==> config.mk <==
export PLATFORM = sky130hd
export DESIGN_NAME = dual_cpu_bus_arbiter_flat
export DESIGN_NICKNAME = d
export VERILOG_FILES = /design/src/rtl/dual_cpu_bus_arbiter_if.sv /design/src/rtl/dual_cpu_bus_arbiter.sv /design/src/flat_wrapper.sv
export SDC_FILE = /design/constraint.sdc
export NUM_CORES = 1
export LEC_CHECK = 0
export ABC_AREA = 1
export BUFFER_PORTS_ARGS = -buffer_cell sky130_fd_sc_hd__buf_2
export CORE_ASPECT_RATIO = 0.5
export CORE_MARGIN = 3
export CORE_UTILIZATION = 39
export DETAILED_ROUTE_END_ITERATION = 6
export PLACE_DENSITY = 0.74
export SYNTH_ARGS = -nofsm -noshare
export SYNTH_HDL_FRONTEND = slang
export SYNTH_SLANG_ARGS = --single-unit
==> constraint.sdc <==
create_clock -name clk -period 1.53 [get_ports clk]
set_input_delay 0.0765 -clock clk [delete_from_list [all_inputs] [get_ports clk]]
set_output_delay 0.0765 -clock clk [all_outputs]
set_load 0.02 [all_outputs]
==> src/rtl/dual_cpu_bus_arbiter_if.sv <==
// Bus bundle between the two CPU cores, the arbiter and the memory port.
// The arbiter connects through the slave modport; the core/memory side uses master.
interface dual_cpu_bus_arbiter_if #(
    parameter int unsigned AW = 32,
    parameter int unsigned DW = 32
) ();
    // core request side
    logic [1:0]    req;
    logic [1:0]    we;
    logic [AW-1:0] addr0;
    logic [AW-1:0] addr1;
    logic [DW-1:0] wdata0;
    logic [DW-1:0] wdata1;
    logic [1:0]    cpu_pause;
    logic          cpu_sel;
    logic [1:0]    done;
    logic [DW-1:0] rdata;
    logic          bus_err;
    // memory port side
    logic          mem_req;
    logic          mem_we;
    logic [AW-1:0] mem_addr;
    logic [DW-1:0] mem_wdata;
    logic [DW-1:0] mem_rdata;
    logic          mem_ack;

    modport slave (
        input  req, we, addr0, addr1, wdata0, wdata1, mem_rdata, mem_ack,
        output cpu_pause, cpu_sel, done, rdata, bus_err,
        output mem_req, mem_we, mem_addr, mem_wdata
    );

    modport master (
        output req, we, addr0, addr1, wdata0, wdata1, mem_rdata, mem_ack,
        input  cpu_pause, cpu_sel, done, rdata, bus_err,
        input  mem_req, mem_we, mem_addr, mem_wdata
    );
endinterface

==> src/rtl/dual_cpu_bus_arbiter.sv <==
// Two-core shared-bus arbiter: round-robin grant, single memory port, bounded
// wait with forced error completion, one-cycle done pulse per transaction.
module dual_cpu_bus_arbiter #(
    parameter int unsigned   AW       = 32,
    parameter int unsigned   DW       = 32,
    parameter int unsigned   TIMEOUT  = 16,
    parameter logic [DW-1:0] ERR_DATA = DW'(32'hDEAD_BEEF)
) (
    input logic                   clk,
    input logic                   rst,
    dual_cpu_bus_arbiter_if.slave bus
);
    localparam int unsigned CW = (TIMEOUT > 2) ? $clog2(TIMEOUT) : 1;

    typedef enum logic [1:0] {StIdle, StBusy, StResp} state_e;

    state_e        state_q, state_d;
    logic          sel_q, sel_d;
    logic          last_grant_q, last_grant_d;
    logic [1:0]    done_q, done_d;
    logic [DW-1:0] rdata_q, rdata_d;
    logic          bus_err_q, bus_err_d;
    logic          mem_req_q, mem_req_d;
    logic          mem_we_q, mem_we_d;
    logic [AW-1:0] mem_addr_q, mem_addr_d;
    logic [DW-1:0] mem_wdata_q, mem_wdata_d;
    logic [CW-1:0] count_q, count_d;
    logic          grant;

    // On contention the core that did not win last time gets the bus.
    assign grant = (bus.req == 2'b11) ? ~last_grant_q : bus.req[1];

    // Next-state logic for arbitration, memory access and completion.
    always_comb begin
        state_d      = state_q;
        sel_d        = sel_q;
        last_grant_d = last_grant_q;
        done_d       = done_q;
        rdata_d      = rdata_q;
        bus_err_d    = bus_err_q;
        mem_req_d    = mem_req_q;
        mem_we_d     = mem_we_q;
        mem_addr_d   = mem_addr_q;
        mem_wdata_d  = mem_wdata_q;
        count_d      = count_q;
        unique case (state_q)
            StIdle: begin
                if (bus.req != 2'b00) begin
                    sel_d       = grant;
                    mem_we_d    = bus.we[grant];
                    mem_addr_d  = grant ? bus.addr1 : bus.addr0;
                    mem_wdata_d = grant ? bus.wdata1 : bus.wdata0;
                    mem_req_d   = 1'b1;
                    count_d     = '0;
                    state_d     = StBusy;
                end
            end
            StBusy: begin
                if (bus.mem_ack) begin
                    rdata_d   = bus.mem_rdata;
                    done_d    = sel_q ? 2'b10 : 2'b01;
                    bus_err_d = 1'b0;
                    mem_req_d = 1'b0;
                    state_d   = StResp;
                end else if (count_q == CW'(TIMEOUT - 1)) begin
                    rdata_d   = ERR_DATA;
                    done_d    = sel_q ? 2'b10 : 2'b01;
                    bus_err_d = 1'b1;
                    mem_req_d = 1'b0;
                    state_d   = StResp;
                end else begin
                    count_d = count_q + 1'b1;
                end
            end
            StResp: begin
                done_d       = 2'b00;
                bus_err_d    = 1'b0;
                last_grant_d = sel_q;
                state_d      = StIdle;
            end
            default: state_d = StIdle;
        endcase
    end

    // State and registered outputs, synchronous reset.
    always_ff @(posedge clk) begin
        if (rst) begin
            state_q      <= StIdle;
            sel_q        <= 1'b0;
            last_grant_q <= 1'b1;
            done_q       <= 2'b00;
            rdata_q      <= '0;
            bus_err_q    <= 1'b0;
            mem_req_q    <= 1'b0;
            mem_we_q     <= 1'b0;
            mem_addr_q   <= '0;
            mem_wdata_q  <= '0;
            count_q      <= '0;
        end else begin
            state_q      <= state_d;
            sel_q        <= sel_d;
            last_grant_q <= last_grant_d;
            done_q       <= done_d;
            rdata_q      <= rdata_d;
            bus_err_q    <= bus_err_d;
            mem_req_q    <= mem_req_d;
            mem_we_q     <= mem_we_d;
            mem_addr_q   <= mem_addr_d;
            mem_wdata_q  <= mem_wdata_d;
            count_q      <= count_d;
        end
    end

    // A requesting core is stalled except in its own completion cycle.
    always_comb begin
        bus.cpu_pause[0] = bus.req[0] & ~((state_q == StResp) & ~sel_q);
        bus.cpu_pause[1] = bus.req[1] & ~((state_q == StResp) & sel_q);
    end

    assign bus.cpu_sel   = sel_q;
    assign bus.done      = done_q;
    assign bus.rdata     = rdata_q;
    assign bus.bus_err   = bus_err_q;
    assign bus.mem_req   = mem_req_q;
    assign bus.mem_we    = mem_we_q;
    assign bus.mem_addr  = mem_addr_q;
    assign bus.mem_wdata = mem_wdata_q;
endmodule

==> src/flat_wrapper.sv <==
// flat-port wrapper written by rule: the top's interface ports become plain ports
module dual_cpu_bus_arbiter_flat 
#(
    parameter int unsigned   AW       = 32,
    parameter int unsigned   DW       = 32,
    parameter int unsigned   TIMEOUT  = 16,
    parameter logic [DW-1:0] ERR_DATA = DW'(32'hDEAD_BEEF)
)
  (clk, rst, bus_req, bus_we, bus_addr0, bus_addr1, bus_wdata0, bus_wdata1, bus_mem_rdata, bus_mem_ack, bus_cpu_pause, bus_cpu_sel, bus_done, bus_rdata, bus_bus_err, bus_mem_req, bus_mem_we, bus_mem_addr, bus_mem_wdata);
  dual_cpu_bus_arbiter_if #(.AW(AW), .DW(DW)) bus_i ();
  input logic clk;
  input logic rst;
  input wire logic [$bits(bus_i.req)-1:0] bus_req;
  input wire logic [$bits(bus_i.we)-1:0] bus_we;
  input wire logic [$bits(bus_i.addr0)-1:0] bus_addr0;
  input wire logic [$bits(bus_i.addr1)-1:0] bus_addr1;
  input wire logic [$bits(bus_i.wdata0)-1:0] bus_wdata0;
  input wire logic [$bits(bus_i.wdata1)-1:0] bus_wdata1;
  input wire logic [$bits(bus_i.mem_rdata)-1:0] bus_mem_rdata;
  input wire logic [$bits(bus_i.mem_ack)-1:0] bus_mem_ack;
  output wire logic [$bits(bus_i.cpu_pause)-1:0] bus_cpu_pause;
  output wire logic [$bits(bus_i.cpu_sel)-1:0] bus_cpu_sel;
  output wire logic [$bits(bus_i.done)-1:0] bus_done;
  output wire logic [$bits(bus_i.rdata)-1:0] bus_rdata;
  output wire logic [$bits(bus_i.bus_err)-1:0] bus_bus_err;
  output wire logic [$bits(bus_i.mem_req)-1:0] bus_mem_req;
  output wire logic [$bits(bus_i.mem_we)-1:0] bus_mem_we;
  output wire logic [$bits(bus_i.mem_addr)-1:0] bus_mem_addr;
  output wire logic [$bits(bus_i.mem_wdata)-1:0] bus_mem_wdata;
  assign bus_i.req = bus_req;
  assign bus_i.we = bus_we;
  assign bus_i.addr0 = bus_addr0;
  assign bus_i.addr1 = bus_addr1;
  assign bus_i.wdata0 = bus_wdata0;
  assign bus_i.wdata1 = bus_wdata1;
  assign bus_i.mem_rdata = bus_mem_rdata;
  assign bus_i.mem_ack = bus_mem_ack;
  assign bus_cpu_pause = bus_i.cpu_pause;
  assign bus_cpu_sel = bus_i.cpu_sel;
  assign bus_done = bus_i.done;
  assign bus_rdata = bus_i.rdata;
  assign bus_bus_err = bus_i.bus_err;
  assign bus_mem_req = bus_i.mem_req;
  assign bus_mem_we = bus_i.mem_we;
  assign bus_mem_addr = bus_i.mem_addr;
  assign bus_mem_wdata = bus_i.mem_wdata;
  dual_cpu_bus_arbiter #(.AW(AW), .DW(DW), .TIMEOUT(TIMEOUT), .ERR_DATA(ERR_DATA)) u_core (.clk(clk), .rst(rst), .bus(bus_i));
endmodule
==> flow_metrics.py, run 1 <==
metrics = {
    "status": {
        "status": "finished clean",
    },
    "floorplanning": {
        "die_x_um": 159.5,
        "die_h_um": 82.74,
        "core_area_um2": 11250,
        "fp-row-count": 27,
        "dieArea_um2": 13200,
        "start_util": 0.4083,
        "io_pins": 271,
    },
    "global_routing": {
        "grt_max_degree": 47,
        "grt_use_total": 0.2434,
        "grt_pass1_wl_mm": 26.14,
        "first_global_vias": 5355,
        "overflow": 0,
        "antenna_found_initial": 2,
    },
    "detailed_routing": {
        "vias": 5904,
        "drtIter0Drc": 543,
        "viasPerCell": 5.059,
        "first_pass_iters": 5,
        "drc_errors": 0,
        "routedWlPerCell_um": 15.13,
        "final_antenna_net_count": 0,
        "wl_mm": 17.65,
    },
    "worst_setup_path": {
        "critPathKind": "reg2reg",
        "path_cells": "inv_4 > ha_4 > inv_2 > a21oi_4 > buf_8 > buf_12 > buf_8 > o21ai_0 > a31oi_1",
        "crit_required_ns": 1.80,
        "worstPathArrival_ns": 1.76,
        "worst_path_most_repeated_cell": "buf_8",
        "critPathSlowestCell": "dfxtp_4",
        "crit_path_end_kind": "flop",
        "rrSetupSlack_ns": 0.04,
        "critical_path.max_fanout": 7,
        "crit_path_max_incr_delay_ns": 0.36,
        "cp-start-kind": "flop",
    },
    "power_and_ir_drop": {
        "power_mw": 10.40,
        "power.density_nw_per_um2": 1349,
        "ir_drop_v": 0.0006198,
        "p_leak_nw": 3.938,
    },
    "timing": {
        "max_slew_margin": 0.7414,
        "post-route-period-util": 0.9767,
        "final.min_clock_period_ns": 1.494,
        "fin_tns_setup_ns": 0,
        "final.setup_skew_ns": 0.006582,
        "max_freq_mhz": 669.2,
        "worst_pin_slew_ns": 0.3879,
        "slew_violations": 0,
        "hold_viol": 0,
        "setup_viol": 0,
        "rsz0062_at_grt": "yes",
    },
    "cts": {
        "cts_inserted_buffers": 9,
        "cts_tree": "yes",
        "clkLatencyLatePin_ns": 0.34,
        "clkTransAtPathRegs_ns": 0.07,
        "cts_buffer_depth": 2,
        "htreeDepth": 3,
        "clockRootBuffer": "clkbuf_16",
        "clock_sinks": 109,
    },
    "placed_design": {
        "placed_cell_area_um2": 6130,
        "gp_congestion": 0.8117,
        "io_buffers": 270,
        "placed_cells": 1034,
        "hpwl_mm": 10.15,
    },
    "synth": {
        "syn_area_per_cell_um2": 7.291,
        "synth.cell_area_um2": 4593,
        "ys_top_cells_by_area": "dfxtp_1 48%, nand2_1 14%, a31oi_1 8.9%",
        "synth-seq-cells": 109,
        "seq_area_frac_synth": 0.4751,
        "synth_top_cell_by_area": "dfxtp_1",
        "syn_inst": 630,
        "syn_nets": 803,
        "yosys_warnings": 0,
        "synth.distinct_cells": 25,
        "synth_top_area_share": 0.4751,
    },
    "layout": {
        "final_cell_mix": "268 x buf_2, 169 x nand2_1, 107 x dfxtp_1",
        "final_area_um2": 7711,
        "flow.area_growth_from_synthesis_pct": 67.88,
        "fin_cells": 1167,
        "nets": 1174,
        "drive_above_1_share": 0.3410,
        "final_common_cell": "buf_2",
        "final_core_util": 0.6855,
    },
    "run": {
        "maxCapViolCount": 0,
    },
    "min_path": {
        "hp-class": "in2reg",
    },
}
-- critical path, delay by kind of cell (launching register included) --
kind	cells	cell delay, ns
buf+inv	5	0.51
flops	1	0.36
fa+ha+maj	1	0.15
compound gates	3	0.40
-- stage by stage --
| stage | hold WS [ns] | worst slack (ns) |
|---|---|---|
| floorplan | 0.2248 | 0.04478 |
| global placement | 0.3384 | 0.04170 |
| detailed placement | 0.3371 | -0.03826 |
| CTS | 0.00007308 | -0.01179 |
| global route | 0.003045 | -0.02877 |
| finish | 0.01013 | 0.03570 |
-- synth_stat cells, drive strengths merged --
| library cell | count |
|---|---|
| o21ai | 93 |
| a21oi | 16 |
| nand3 | 5 |
| a31oi | 65 |
| inv | 45 |
| nand4 | 4 |
| ha | 6 |
| buf | 29 |
| xnor2 | 1 |
| nand2 | 171 |
| o21a | 1 |
| clkbuf | 16 |
| nor2 | 67 |
| dfxtp | 109 |
| and2 | 1 |
| nand3b | 1 |
-- registers in the layout (all words and copies together) (netlist names) --
register	count
u_core.bus.mem_addr	32
u_core.bus.mem_wdata	32
u_core.bus.rdata	32
u_core.count_q	4
u_core.bus.done	2
u_core.state_q	2
u_core.bus.bus_err	1
u_core.bus.cpu_sel	1
u_core.bus.mem_req	1
u_core.bus.mem_we	1
u_core.last_grant_q	1
-- layer usage --
metal  global-route usage  wire (µm)  part of all wire  up-vias
met2               0.4302       8771              0.50      324
met3              0.05929       1373             0.078       74
met5                    0          0                 0        -
met1               0.2806       6793              0.38     2680
met4               0.1319        716             0.041        0
li1                     -          -                 -     2826
-- final timing paths --
| kind | startpoint | endpoint | cells after the start |
|---|---|---|---|
| max reg2reg | u_core.state_q[1] | u_core.bus.mem_wdata[31] | 9 |
| max | u_core.state_q[1] | u_core.bus.mem_wdata[31] | 9 |
| min reg2reg | u_core.bus.rdata[24] | u_core.bus.rdata[24] | 2 |
| min | bus_addr0[9] | u_core.bus.mem_addr[9] | 3 |
-- final cells by class --
type	instances	area [µm²]
Fill cell	883	3538
Sequential cell	109	2190
Inverter	45	173.9
Multi-Input combinational cell	431	2079
Tap cell	159	198.9
Timing Repair Buffer	405	2779
Clock buffer	12	236.5
Clock inverter	4	48.80
Antenna cell	2	5.005
-- power breakdown --
part           internal, mW  switching [mW]  total [mW]
Combinational          1.80            2.53        4.32
Sequential             3.46           0.325        3.79
Clock                  1.27            1.02        2.29
-- cells by family (layout without fill, tap and decap cells) --
kind of cell / Yosys count / in the layout / synth area share
AND/OR/NAND/NOR: 249 / 249 / 0.2095
buffers and inverters: 90 / 466 / 0.08662
flip-flops: 109 / 109 / 0.4751
adder cells (fa/ha/maj): 6 / 6 / 0.01634
XOR/XNOR: 1 / 1 / 0.001907
AO/OA/AOI/OAI: 175 / 175 / 0.2106
other: 0 / 2 / 0
-- what timing repair did --
action / 4_1_cts / 5_1_grt
buffers inserted: 4 / 10
pin swaps: 0 / 1
hold endpoints to repair: 60 / 0
endpoints found under the setup margin: 43 / 104
cloned: 3 / 1
hold buffers: 97 / 0
resized for setup: 9 / 34
Note: power is estimated with default switching activity, not from simulation.
==> run 2: changes to the inputs <==
--- a/config.mk
+++ b/config.mk
@@ -11,6 +11,7 @@
 export CORE_MARGIN = 3
 export CORE_UTILIZATION = 39
 export DETAILED_ROUTE_END_ITERATION = 6
+export HOLD_SLACK_MARGIN = 0.05
 export PLACE_DENSITY = 0.74
 export SYNTH_ARGS = -nofsm -noshare
 export SYNTH_HDL_FRONTEND = slang
==> run 2 against run 1 <==
The flow now finishes with violations (setup timing). Sequential share of layout area fell by 1.7 points. Setup slack got worse by 0.11 ns. Final area rose by 6.3%. Critical path depth fell by 1. Combinational power rose by 5%. Sequential cell count unchanged. Via count is 6.2% higher. First-iteration DRC count is 13% higher. Die area unchanged. Sequential power hardly changed. Core utilization rose by 4.3 points. Clock skew up 0.0010 ns. Critical path type unchanged. Critical endpoint is now u_core.bus.mem_addr[16].
==> flow_metrics.py, run 2 (synthesized netlist as in run 1, its figures left out) <==
metrics = {
    "detailed_routing": {
        "final_antenna_net_count": 0,
        "routedWlPerCell_um": 16.33,
        "drtIter0Drc": 614,
        "viasPerCell": 5.186,
        "vias": 6270,
        "first_pass_iters": 6,
        "drc_errors": 0,
        "wl_mm": 19.75,
    },
    "power_and_ir_drop": {
        "p_leak_nw": 4.133,
        "power.density_nw_per_um2": 1293,
        "ir_drop_v": 0.0006612,
        "power_mw": 10.60,
    },
    "worst_setup_path": {
        "critPathCapture": "u_core.bus.mem_addr[16]",
        "cp-start-kind": "flop",
        "worstRegToRegCells": 8,
        "cp-startpoint": "u_core.state_q[1]",
        "critPathKind": "reg2reg",
        "r2r-start": "u_core.state_q[1]",
        "crit_required_ns": 1.74,
        "timing.rr.end": "u_core.bus.mem_addr[16]",
        "rrSetupSlack_ns": -0.07,
        "crit_path_end_kind": "flop",
        "worstPathArrival_ns": 1.81,
        "critical_path.max_fanout": 9,
    },
    "timing": {
        "max_freq_mhz": 623.2,
        "hold_viol": 0,
        "rsz0062_at_grt": "yes",
        "final.setup_skew_ns": 0.007584,
        "worst_pin_slew_ns": 0.3869,
        "hold_slack_ns": 0.06323,
        "final.min_clock_period_ns": 1.605,
        "fin_ws_ns": -0.07471,
        "slew_violations": 0,
        "max_slew_margin": 0.7421,
        "setup_viol": 2,
        "fin_tns_setup_ns": -0.07902,
        "post-route-period-util": 1.049,
    },
    "status": {
        "status": "finished, violations left",
        "failed_checks": "setup timing",
    },
    "layout": {
        "final_common_cell": "buf_2",
        "final_area_um2": 8199,
        "fin_cells": 1209,
        "final_core_util": 0.7288,
        "multi_input_area_um2": 2082,
        "final_cell_mix": "268 x buf_2, 170 x nand2_1, 143 x dlygate4sd3_1",
        "n_fill_cell": 795,
        "nets": 1215,
        "flow.area_growth_from_synthesis_pct": 78.51,
        "regArea_um2": 2187,
        "drive_above_1_share": 0.3200,
    },
    "placed_design": {
        "place_ws_ns": -0.03826,
        "placed_cell_area_um2": 6130,
        "placed_cells": 1034,
        "gp_congestion": 0.8117,
        "hpwl_mm": 10.15,
        "io_buffers": 270,
    },
    "global_routing": {
        "grt_use_total": 0.2686,
        "overflow": 0,
        "grt_max_degree": 47,
        "antenna_found_initial": 1,
        "first_global_vias": 5905,
        "grt_pass1_wl_mm": 28.68,
    },
    "min_path": {
        "hp-class": "in2reg",
    },
    "cts": {
        "cts_tree": "yes",
        "clkLatencyLatePin_ns": 0.34,
        "clockRootBuffer": "clkbuf_16",
        "cts_inserted_buffers": 9,
        "clkTransAtPathRegs_ns": 0.07,
        "cts_buffer_depth": 2,
        "htreeDepth": 3,
        "clock_sinks": 109,
    },
    "floorplanning": {
        "dieArea_um2": 13200,
        "io_pins": 271,
        "die_h_um": 82.74,
        "start_util": 0.4083,
        "core_area_um2": 11250,
        "die_x_um": 159.5,
        "fp-row-count": 27,
    },
    "run": {
        "maxCapViolCount": 0,
    },
}
## run 2: changes by cell type in the layout (fill, tap and decap cells not counted), sizes merged
cell         delta
buf             -9
clkbuf          +4
diode           +1
dlygate4sd3    +46
## run 2: cell type report
class,count,share of cell area
inverters,45,0.02121
well taps,159,0.02426
diodes,3,0.0009156
clock buffers,12,0.02884
repair buffers,446,0.3981
flip-flops and latches,109,0.2667
multi-input cells,431,0.2539
clock inverters,4,0.005951
## run 2: worst max-delay path, stage by stage (launching register included)
cell and delay (ns):
dfxtp_2 0.38, inv_4 0.06, ha_4 0.16, inv_1 0.09, a21oi_4 0.05, buf_12 0.17
clkbuf_16 0.17, o21ai_0 0.30, a31oi_1 0.09
## run 2: worst min-delay path by stage
| stage | to | startpoint | slack [ns] | cells after the start |
|---|---|---|---|---|
| finish | u_core.bus.rdata[23] | bus_mem_rdata[23] | 0.06 | 5 |
| global route | u_core.bus.rdata[27] | bus_mem_rdata[27] | 0.08 | 5 |
| CTS | u_core.bus.rdata[23] | bus_mem_rdata[23] | 0.05 | 5 |
| detailed placement | u_core.bus.rdata[17] | bus_mem_rdata[17] | 0.34 | 3 |
| global placement | u_core.bus.rdata[17] | bus_mem_rdata[17] | 0.34 | 3 |
| floorplan | u_core.bus.rdata[14] | bus_mem_rdata[14] | 0.22 | 2 |
## run 2: metal layers
metal,share of wire,wire length (µm),vias to the layer above,GRT usage
met2,0.48,9568,417,0.4681
met5,0,0,-,0
met3,0.089,1765,105,0.07823
li1,-,-,2904,-
met1,0.37,7401,2844,0.3029
met4,0.051,1012,0,0.1563
## run 2: power by group
| group | internal, mW | switching [mW] | total [mW] |
|---|---|---|---|
| clock | 1.27 | 1.01 | 2.28 |
| sequential | 3.46 | 0.340 | 3.80 |
| combinational | 1.91 | 2.61 | 4.52 |
| total | 6.64 | 3.96 | 10.6 |
## run 2: what timing repair did
action | in CTS | in global routing
gates resized for setup | 9 | 27
hold buffers | 143 | 0
buffers inserted | 4 | 1
cloned | 3 | 5
pin swaps | 0 | 1
setup endpoints to repair | 43 | 104
endpoints found under the hold margin | 78 | 0
==> run 3: changes to the inputs <==
--- a/config.mk
+++ b/config.mk
@@ -7,7 +7,6 @@
 export LEC_CHECK = 0
 export ABC_AREA = 1
 export BUFFER_PORTS_ARGS = -buffer_cell sky130_fd_sc_hd__buf_2
-export CORE_ASPECT_RATIO = 0.5
 export CORE_MARGIN = 3
 export CORE_UTILIZATION = 39
 export DETAILED_ROUTE_END_ITERATION = 6
@@ -16,3 +15,4 @@
 export SYNTH_ARGS = -nofsm -noshare
 export SYNTH_HDL_FRONTEND = slang
 export SYNTH_SLANG_ARGS = --single-unit
+export TNS_END_PERCENT = 30
==> run 3 against run 2 <==
The flow still finishes with violations (setup timing). Via count up 6.4%. Critical endpoint is now u_core.bus.mem_addr[9]. Core utilization up 1.5 points. Sequential power up 2%. First-iteration DRC count up 14%.
==> flow_metrics.py, run 3 (synthesized netlist as in run 1, its figures left out) <==
metrics = {
    "worst_setup_path": {
        "crit_buf_inv": 4,
        "crit_path_max_incr_delay_ns": 0.37,
        "critPathSlowestCell": "dfxtp_4",
        "crit_path_end_kind": "flop",
        "critPathKind": "reg2reg",
        "cp-startpoint": "u_core.state_q[0]",
        "path_cells": "inv_4 > ha_4 > inv_2 > a21oi_4 > buf_12 > buf_16 > o21ai_2 > a31oi_2",
        "critical_path.max_fanout": 8,
        "worstPathArrival_ns": 1.84,
        "crit_required_ns": 1.79,
        "cp_top_family": "compound AO/OA/AOI/OAI gates",
        "cp-start-kind": "flop",
        "r2r-start": "u_core.state_q[0]",
    },
    "timing": {
        "final.setup_skew_ns": 0.009240,
        "slew_violations": 0,
        "hold_viol": 0,
        "hold_slack_ns": 0.05342,
        "worst_pin_slew_ns": 0.3343,
        "fin_tns_setup_ns": -0.2111,
        "final.min_clock_period_ns": 1.578,
        "fin_ws_ns": -0.04807,
        "post-route-period-util": 1.031,
        "max_slew_margin": 0.7771,
        "rsz0062_at_grt": "yes",
        "max_freq_mhz": 633.7,
        "setup_viol": 7,
    },
    "cts": {
        "htreeDepth": 3,
        "cts_inserted_buffers": 9,
        "clkLatencyLatePin_ns": 0.36,
        "cts_tree": "yes",
        "clockRootBuffer": "clkbuf_16",
        "clock_sinks": 109,
        "clkTransAtPathRegs_ns": 0.07,
        "cts_buffer_depth": 2,
    },
    "power_and_ir_drop": {
        "p_leak_nw": 4.256,
        "switching_power_mw": 4.399,
        "power_mw": 11.59,
        "ir_drop_v": 0.0007993,
        "swShare": 0.3794,
        "p_int_mw": 7.195,
        "combPwrFrac": 0.442,
        "clkPwrFrac": 0.225,
        "pwr-share-seq": 0.333,
        "power.density_nw_per_um2": 1359,
    },
    "detailed_routing": {
        "final_antenna_net_count": 0,
        "viasPerCell": 5.542,
        "routedWlPerCell_um": 19.44,
        "drc_errors": 0,
        "drtIter0Drc": 701,
        "first_pass_iters": 6,
        "wl_mm": 23.41,
        "vias": 6672,
    },
    "layout": {
        "final_common_cell": "buf_2",
        "drive_above_1_share": 0.3349,
        "flow.area_growth_from_synthesis_pct": 85.78,
        "final_cell_mix": "268 x buf_2, 169 x nand2_1, 151 x dlygate4sd3_1",
        "nets": 1225,
        "n_fill_cell": 713,
    },
    "floorplanning": {
        "die_x_um": 114.5,
        "dieArea_um2": 13120,
        "core_area_um2": 11470,
        "io_pins": 271,
        "fp-row-count": 39,
        "die_h_um": 114.5,
        "start_util": 0.4005,
    },
    "global_routing": {
        "antenna_found_initial": 0,
        "use_met3": 0.07558,
        "busiest_layer": "met2",
        "overflow": 0,
        "use_met2": 0.4940,
        "first_global_vias": 6194,
        "met1_usage": 0.3199,
        "grt_pass1_wl_mm": 30.40,
        "grt_use_total": 0.2887,
        "grt_max_degree": 73,
    },
    "min_path": {
        "holdCritStartpoint": "bus_mem_rdata[30]",
        "hp-class": "in2reg",
    },
    "status": {
        "status": "finished, violations left",
        "failed_checks": "setup timing",
    },
    "run": {
        "maxCapViolCount": 0,
    },
    "placed_design": {
        "hpwl_mm": 10.42,
        "io_buffers": 270,
        "gp_congestion": 0.8003,
    },
}
## run 3: final cells by class
class | count | area, µm² | area share
Tap cell | 143 | 178.9 | 0.02097
Timing Repair Buffer | 456 | 3501 | 0.4103
Clock buffer | 13 | 260.3 | 0.03050
Multi-Input combinational cell | 431 | 2155 | 0.2525
Inverter | 45 | 173.9 | 0.02038
Antenna cell | 4 | 10.01 | 0.001173
Clock inverter | 3 | 67.56 | 0.007918
Sequential cell | 109 | 2187 | 0.2563
## run 3: timing repair
action / 4_1_cts / 5_1_grt
resized for setup: 7 / 56
gates cloned: 1 / 13
endpoints found under the setup margin: 20 / 109
hold endpoints to repair: 89 / 0
hold buffers: 151 / 0
buffers inserted: 1 / 3
pin swaps: 0 / 2
## run 3: power by group through the flow
stage                     combinational (mW)  sequential (mW)  clock (mW)
after CTS                               3.89             3.76        2.60
after global placement                  3.42             3.80           0
after detailed placement                3.44             3.80           0
after floorplan                         1.47             4.51           0
after global routing                    5.37             3.91        2.72
final                                   5.13             3.86        2.60
## run 3: worst min-delay path, stage by stage
cell	delay (ns)
buf_2	0.08
nor2_1	0.03
nor2_1	0.07
o21ai_0	0.08
inv_1	0.05
## run 3: layer usage
metal,share of wire,vias up
li1,-,2925
met1,0.34,2961
met2,0.46,616
met3,0.12,170
met4,0.075,0
met5,0,-
## run 3: stage by stage
step / utilization / setup WS [ns] / cells / cell area (µm²)
2_1_floorplan: - / 0.04478 / 630 / 4593
3_3_place_gp: 0.5341 / 0.08554 / 1015 / 6125
3_5_place_dp: 0.5341 / -0.02869 / 1015 / 6125
4_1_cts: 0.7007 / 0.004619 / 1184 / 8035
5_1_grt: 0.7433 / -0.1325 / 1200 / 8523
6_report: 0.7441 / -0.04807 / 1204 / 8533
## run 3: worst paths after layout
| kind | to | slack (ns) | depth (start not counted) |
|---|---|---|---|
| worst max-delay path | u_core.bus.mem_addr[9] | -0.05 | 8 |
| worst min-delay path | u_core.bus.rdata[30] | 0.05 | 5 |
| worst max register to register | u_core.bus.mem_addr[9] | -0.05 | 8 |
| worst min register to register | u_core.bus.rdata[20] | 0.47 | 2 |
